===== src/rtl/pic_priority_sequencer.sv =====
// Interrupt sequencer: latches IR requests, resolves fixed/rotating priority
// against the in-service register, runs the two-pulse INTA sequence and EOI.
module pic_priority_sequencer #(
  parameter int SPURIOUS_LEVEL = 7
) (
  input  logic       clk,
  input  logic       reset_n,
  input  logic [7:0] ir_req,
  input  logic [7:0] irr_mask,
  input  logic       inta_pulse,
  input  logic       eoi_valid,
  input  logic       eoi_specific,
  input  logic [2:0] eoi_level,
  input  logic       aeoi_en,
  input  logic       rotate_en,
  input  logic [4:0] vector_base,
  output logic       int_out,
  output logic [7:0] vector_out,
  output logic       vector_valid,
  output logic [7:0] isr,
  output logic [7:0] irr,
  output logic [1:0] dbg_state,
  output logic [2:0] dbg_lowest_prio
);

  typedef enum logic [1:0] {
    ST_IDLE = 2'd0,
    ST_REQ  = 2'd1,
    ST_ACK1 = 2'd2
  } state_t;

  localparam logic [2:0] SPUR_LVL = 3'(SPURIOUS_LEVEL);

  state_t     state_q;
  logic [7:0] irr_q, isr_q, vec_q;
  logic       int_q, vval_q, spur_q;
  logic [2:0] lp_q, grant_q;

  logic [7:0] cand;
  logic       win_found, win_blocked;
  logic [2:0] win_lvl;
  logic       isr_hi_found;
  logic [2:0] isr_hi_lvl;
  logic [2:0] scan_lvl;
  logic       eoi_hit;
  logic [2:0] eoi_lvl;
  logic [7:0] eoi_clr;

  // Walk levels from highest to lowest priority under the current rotation.
  // A set ISR bit met before (or at) the first candidate blocks it.
  always_comb begin
    cand         = irr_q & irr_mask;
    win_found    = 1'b0;
    win_blocked  = 1'b0;
    win_lvl      = 3'd0;
    isr_hi_found = 1'b0;
    isr_hi_lvl   = 3'd0;
    scan_lvl     = 3'd0;
    for (int k = 0; k < 8; k++) begin
      scan_lvl = lp_q + 3'(k) + 3'd1;
      if (!win_found && !win_blocked) begin
        if (isr_q[scan_lvl]) begin
          win_blocked = 1'b1;
        end else if (cand[scan_lvl]) begin
          win_found = 1'b1;
          win_lvl   = scan_lvl;
        end
      end
      if (!isr_hi_found && isr_q[scan_lvl]) begin
        isr_hi_found = 1'b1;
        isr_hi_lvl   = scan_lvl;
      end
    end
    eoi_hit = eoi_valid && (eoi_specific || isr_hi_found);
    eoi_lvl = eoi_specific ? eoi_level : isr_hi_lvl;
    eoi_clr = eoi_hit ? (8'b1 << eoi_lvl) : 8'b0;
  end

  // EOI applies every cycle on the pre-update ISR; the state-specific
  // branches below layer the INTA set or AEOI clear on top of it.
  always_ff @(posedge clk or negedge reset_n) begin
    if (!reset_n) begin
      state_q <= ST_IDLE;
      irr_q   <= 8'h00;
      isr_q   <= 8'h00;
      vec_q   <= 8'h00;
      int_q   <= 1'b0;
      vval_q  <= 1'b0;
      spur_q  <= 1'b0;
      lp_q    <= 3'd7;
      grant_q <= 3'd0;
    end else begin
      irr_q  <= ir_req;
      vval_q <= 1'b0;
      isr_q  <= isr_q & ~eoi_clr;
      if (eoi_hit && rotate_en) lp_q <= eoi_lvl;
      case (state_q)
        ST_IDLE: begin
          if (win_found) begin
            int_q   <= 1'b1;
            state_q <= ST_REQ;
          end
        end
        ST_REQ: begin
          if (inta_pulse) begin
            grant_q <= win_found ? win_lvl : SPUR_LVL;
            spur_q  <= !win_found;
            if (win_found) begin
              isr_q <= (isr_q & ~eoi_clr) | (8'b1 << win_lvl);
              irr_q <= ir_req & ~(8'b1 << win_lvl);
            end
            int_q   <= 1'b0;
            state_q <= ST_ACK1;
          end
        end
        ST_ACK1: begin
          if (inta_pulse) begin
            vec_q   <= {vector_base, grant_q};
            vval_q  <= 1'b1;
            state_q <= ST_IDLE;
            if (aeoi_en && !spur_q) begin
              isr_q <= isr_q & ~eoi_clr & ~(8'b1 << grant_q);
              if (rotate_en && !eoi_hit) lp_q <= grant_q;
            end
          end
        end
        default: begin
          int_q   <= 1'b0;
          state_q <= ST_IDLE;
        end
      endcase
    end
  end

  assign int_out         = int_q;
  assign vector_out      = vec_q;
  assign vector_valid    = vval_q;
  assign isr             = isr_q;
  assign irr             = irr_q;
  assign dbg_state       = state_q;
  assign dbg_lowest_prio = lp_q;

endmodule


===== config.mk =====
export PLATFORM = sky130hd
export DESIGN_NAME = pic_priority_sequencer
export DESIGN_NICKNAME = d
export VERILOG_FILES = /design/src/rtl/pic_priority_sequencer.sv
export SDC_FILE = /design/constraint.sdc
export NUM_CORES = 1
export LEC_CHECK = 0
export BUFFER_PORTS_ARGS = -buffer_cell sky130_fd_sc_hd__buf_2
export CAP_MARGIN = 5
export CORE_UTILIZATION = 45
export CTS_CLUSTER_DIAMETER = 60
export DETAILED_ROUTE_END_ITERATION = 8
export PLACE_DENSITY = 0.66
export SLEW_MARGIN = 20
export SYNTH_ARGS = -nofsm -noshare
export SYNTH_HDL_FRONTEND = slang
export SYNTH_SLANG_ARGS = --single-unit

===== constraint.sdc =====
create_clock -name clk -period 9.4 [get_ports clk]
set_input_delay 0.94 -clock clk [delete_from_list [all_inputs] [get_ports clk]]
set_output_delay 0.94 -clock clk [all_outputs]
set_load 0.01 [all_outputs]

==> Yosys cells after proc, flatten, opt, wreduce, memory -nomap -nowiden <==
Index checks and enable logic that the tools add are counted.
W data, S select, Z words.
{ "totals": {"register_bits": 35, "inputBits": 31, "output_inout_bits": 31, "elab_cells": 226} }
{ "op_classes": {"mux": 131, "reduce_logical": 47, "n_eq_ne": 5, "n_lt_le_gt_ge": 8, "add_sub_neg": 14, "n_shift": 3, "bitwise_logic": 9} }
{ "op_table": {"columns": ["cell", "count"], "rows": [
  ["$mux W3", 38],
  ["$mux W8", 8],
  ["$mux W1", 63],
  ["$bmux W1 S3", 16],
  ["$and A8 B8 Y8", 4],
  ["$lt A3 B4 Y1 const B", 8],
  ["$add A3 B1 Y3 const B", 8],
  ["$not A8 Y8", 3],
  ["$shl A1 B3 Y8 const A", 3],
  ["$logic_not A1 Y1", 23],
  ["$logic_and A1 B1 Y1", 18],
  ["$pmux W8 S2", 1],
  ["$add A3 B3 Y3 const B", 4],
  ["$or A8 B8 Y8", 1],
  ["$add A3 B2 Y3 const B", 2],
  ["$mux W2", 3],
  ["$ne A2 B2 Y1 const B", 3],
  ["$pmux W2 S3", 1],
  ["$reduce_and A3 Y1", 2],
  ["$reduce_and A2 Y1", 2],
  ["$pmux W1 S3", 1],
  ["$eq A2 B1 Y1 const B", 1],
  ["$eq A2 B2 Y1 const B", 1],
  ["$logic_not A2 Y1", 1],
  ["2 further kinds", 2]
]} }

==> Longest topological paths before layout <==
{ "logic_depth": {"word_depth": 34, "ltp_mapped": 16, "ltp_nobuf": 11} }

==> Worst setup path before layout <==
OpenSTA, ideal clock, no wires.
{ "synth_timing": {"path_kind": "register to register", "from": "reg lp_q[0] (netlist: dbg_lowest_prio[0])", "to": "reg isr_q[7] (netlist: isr[7])", "synth_period_minus_slack_ps": 4193, "arrival_ps": 4061, "path_stages_with_launch": 17, "setup_slack_ps": 5207, "n_path_buf": 5, "setup_time_ps": 132, "path_cell_list": "dfstp_2 buf_2 buf_6 inv_1 buf_2 ha_1 buf_6 clkbuf_1 mux4_2 mux2_2 or2_1 nor4_4 nand2_2 a21boi_1 o211a_4 o311ai_1 o21ai_1"} }
{ "synth_via": {"elab_chain_cells": 34} }
{ "synth_lines": {"columns": ["element", "line", "rtl"], "rows": [
  ["from (decl)", "37", "logic [2:0] lp_q, grant_q;"],
  ["from (signal assigned)", "96", "if (eoi_hit && rotate_en) lp_q <= eoi_lvl;"],
  ["from (signal assigned)", "123", "if (rotate_en && !eoi_hit) lp_q <= grant_q;"],
  ["branches (longest 33 deep; another with $add A3 B1 Y3)", null, null],
  ["$pmux W8 S2 (*)", "97", "case (state_q)"],
  ["to (signal assigned)", "95", "isr_q <= isr_q & ~eoi_clr;"],
  ["to (signal assigned)", "109", "isr_q <= (isr_q & ~eoi_clr) | (8'b1 << win_lvl);"],
  ["to (signal assigned)", "122", "isr_q <= isr_q & ~eoi_clr & ~(8'b1 << grant_q);"],
  ["to (decl)", "35", "logic [7:0] irr_q, isr_q, vec_q;"]
]} }
Mark *: on every way between the ends. The select of a mux whose other input is x is not followed.
A chain may end at the register's enable or synchronous reset.

==> Worst setup path after layout <==
{ "layout_timing": {"from": "reg lp_q[0] (netlist: dbg_lowest_prio[0])", "to": "reg isr_q[3] (netlist: isr[3])"} }
Same word-level chain as after synthesis.

==> run metrics <==
status completed; Max Clock Freq 0.178 GHz; Max-slew headroom 44.9%; most common cell after layout, fill and taps aside buf_2; Worst EP required 9.57 ns; Vias/cell between 6 and 7; post-CTS sizing 0; Synth Area in XOR/XNOR 1.38%; Via Count around 3600; Fillers 732; area share of and/or/nand/nor cells after synthesis a little under a quarter; GRT Overall Usage 26.4%; Worst-path clk slew about 0.080 ns; DRT Wirelength approximately 11000 um; Die Width around 92 um; clk buf depth 2; top post-synthesis cells by area dfrtp_1, mux4_2, mux2_2; most frequent cells in the layout buf_2, nand2_1, dfrtp_1; R2R Path End isr[3]$_DFF_PN0_; Register Area 880 um2; synthesized area per cell 9.26 um2; first-pass GRT wire length 17500 um; Net Count, Synth between 400 and 500; H-Tree Level Count 2; maxcap violations 0; Multi-input gate area roughly 0.0026 mm2; worst path arrival time 5.78 ns; IO Count 62; Post-synth ARST share 100%; Main synth FF type dfrtp_1; insertion delay to the later sink of the worst-skew pair just under 0.3 ns; Final Max Tran Viols 0; Pre-antenna DRT Iters 5; R2R Path Start dbg_lowest_prio[0]$_DFF_PN1_; Worst Hold Path EP spur_q$_DFFE_PN0P_; main combinational cell family by area after synthesis multiplexers; Synth Area in Compound Gates 22.0%; post-synthesis mux area share 23.6%; WHS Path Cells 2; Seq/Total Area, Yosys 24.2%; initial antenna violation count 0; Reg2Reg Depth 10; count of buffers from port buffering 61; vias in the first global route 3446; worst hold start spur_q$_DFFE_PN0P_; Period Utilization, post-route 59.7%; Synth top area share 22.0%; Final Hold Viols 0; Yosys top cell by area dfrtp_1; Root Driver clkbuf_8; # clock sinks 35; Core Region between 0.007 and 0.008 mm2; worst slew pin tran around 0.83 ns; clock skew 0.00500 ns; Area Growth Syn to Fin 12.9%; number of synthesized flops with an enable pin 0; Hold Slack 0.494 ns; RSZ-0062 raised after global routing no; share of cells above drive strength 1 roughly 30%; startpoint types flip-flop; 1st-iter DRT viols between 300 and 400; worst hold path type flip-flop to flip-flop; r2r setup slk approximately 3.8 ns; Antenna Cells 0; postcts setup bufs 0; FP Rows 32; Die Y-Extent 91.9 um; Final min period 5.61 ns; synthesized instance count roughly 400; Mapped Area 0.00364 mm2; Seq cells post-synth 35; hold_buf cts 0; largest net degree at the start of global routing 36; Post-route DRC 0; Synth Area in Adders 2.41%; clock tree from TritonCTS yes; endpoints failing setup 0; CP Capture Type flip-flop; Detailed Place HPWL a little over 8000 um; nets approximately 480; GPL Wtd Cong between 0.9 and 1; Detail Route Antenna Nets 0; die area 0.00845 mm2; CTS Buf Count 5; grt ovf 0; Initial Util 46.8%; Wirelength per Cell 19.8 um; kind of critical path flip-flop to flip-flop; CP Max Fanout 34; synth warn 0; Netlist cell types 72; total negative slack 0 ns
## synth_stat cells (all sizes together) (8+ instances only)
cell type and number:
mux2 22, nand3 17, mux4 24, a21oi 22, inv 10, o21ai 18
and2 8, o22ai 8, dfrtp 32, nand2b 12, buf 9, nand3b 12
nand2 49, clkbuf 10, nor2 20, o21a 10
## per-stage QoR
step	area, um2	utilization [%]	std cells	worst slack [ns]
floorplan	3640	-	393	5.21
global placement	3990	51.4	539	3.99
detailed placement	3990	51.4	539	3.81
CTS	4110	52.9	547	3.81
global route	4110	52.9	547	3.41
finish	4110	52.9	547	3.79
## how the worst max path moves through the flow
stage	start	to	slack, ns	cells after the start
6_report	dbg_lowest_prio[0]$_DFF_PN1_	isr[3]$_DFF_PN0_	3.79	10
5_1_grt	dbg_lowest_prio[0]$_DFF_PN1_	isr[4]$_DFF_PN0_	3.41	10
4_1_cts	dbg_lowest_prio[0]$_DFF_PN1_	isr[3]$_DFF_PN0_	3.81	10
3_5_place_dp	dbg_lowest_prio[0]$_DFF_PN1_	isr[3]$_DFF_PN0_	3.81	10
3_3_place_gp	dbg_lowest_prio[0]$_DFF_PN1_	isr[3]$_DFF_PN0_	3.99	10
2_1_floorplan	dbg_lowest_prio[0]$_DFF_PN1_	isr[7]$_DFF_PN0_	5.21	16
## logic make-up after synthesis
logic type / count (synthesis)
muxes: 53
DFF: 35
and+or+nand+nor: 153
xor gates and xnor gates: 4
buffers and inverters: 30
adders and majority gates: 7
AOI/OAI and AO/OA: 111
## registers in the layout, indices dropped and copies added (netlist names)
name	count
dbg_state	2
isr	8
grant_q	3
vector_out	8
irr	8
dbg_lowest_prio	3
spur_q	1
vector_valid	1
int_out	1
## layer usage
layer,track usage (%),vias up,wire [um]
met5,0,-,0
met4,12.6,0,385
met2,44.0,158,5360
met1,33.8,1754,4540
met3,3.32,31,568
li1,-,1618,-
## area by class of cell
cell class                 count  share of cell area, %
inverter                      11                   1.01
clock buffer                   5                   1.68
multi-input combinational    328                   63.8
tap                          102                   3.11
clock inverter                 3                   1.16
sequential                    35                   21.4
timing repair buffer          63                   7.80
## worst max-delay path, stage by stage (launching register included)
cell	delay, ns
dfstp_2	1.00
inv_1	0.48
ha_1	0.98
mux4_2	0.71
or2_1	0.26
mux4_2	0.53
nor4_4	0.45
nand3_1	0.21
a31oi_2	0.46
nor3b_1	0.28
o22ai_1	0.10
Power is left out: the tool's default activity adds up to more than one toggle a clock period on the data nets, which glitch-free logic cannot reach.
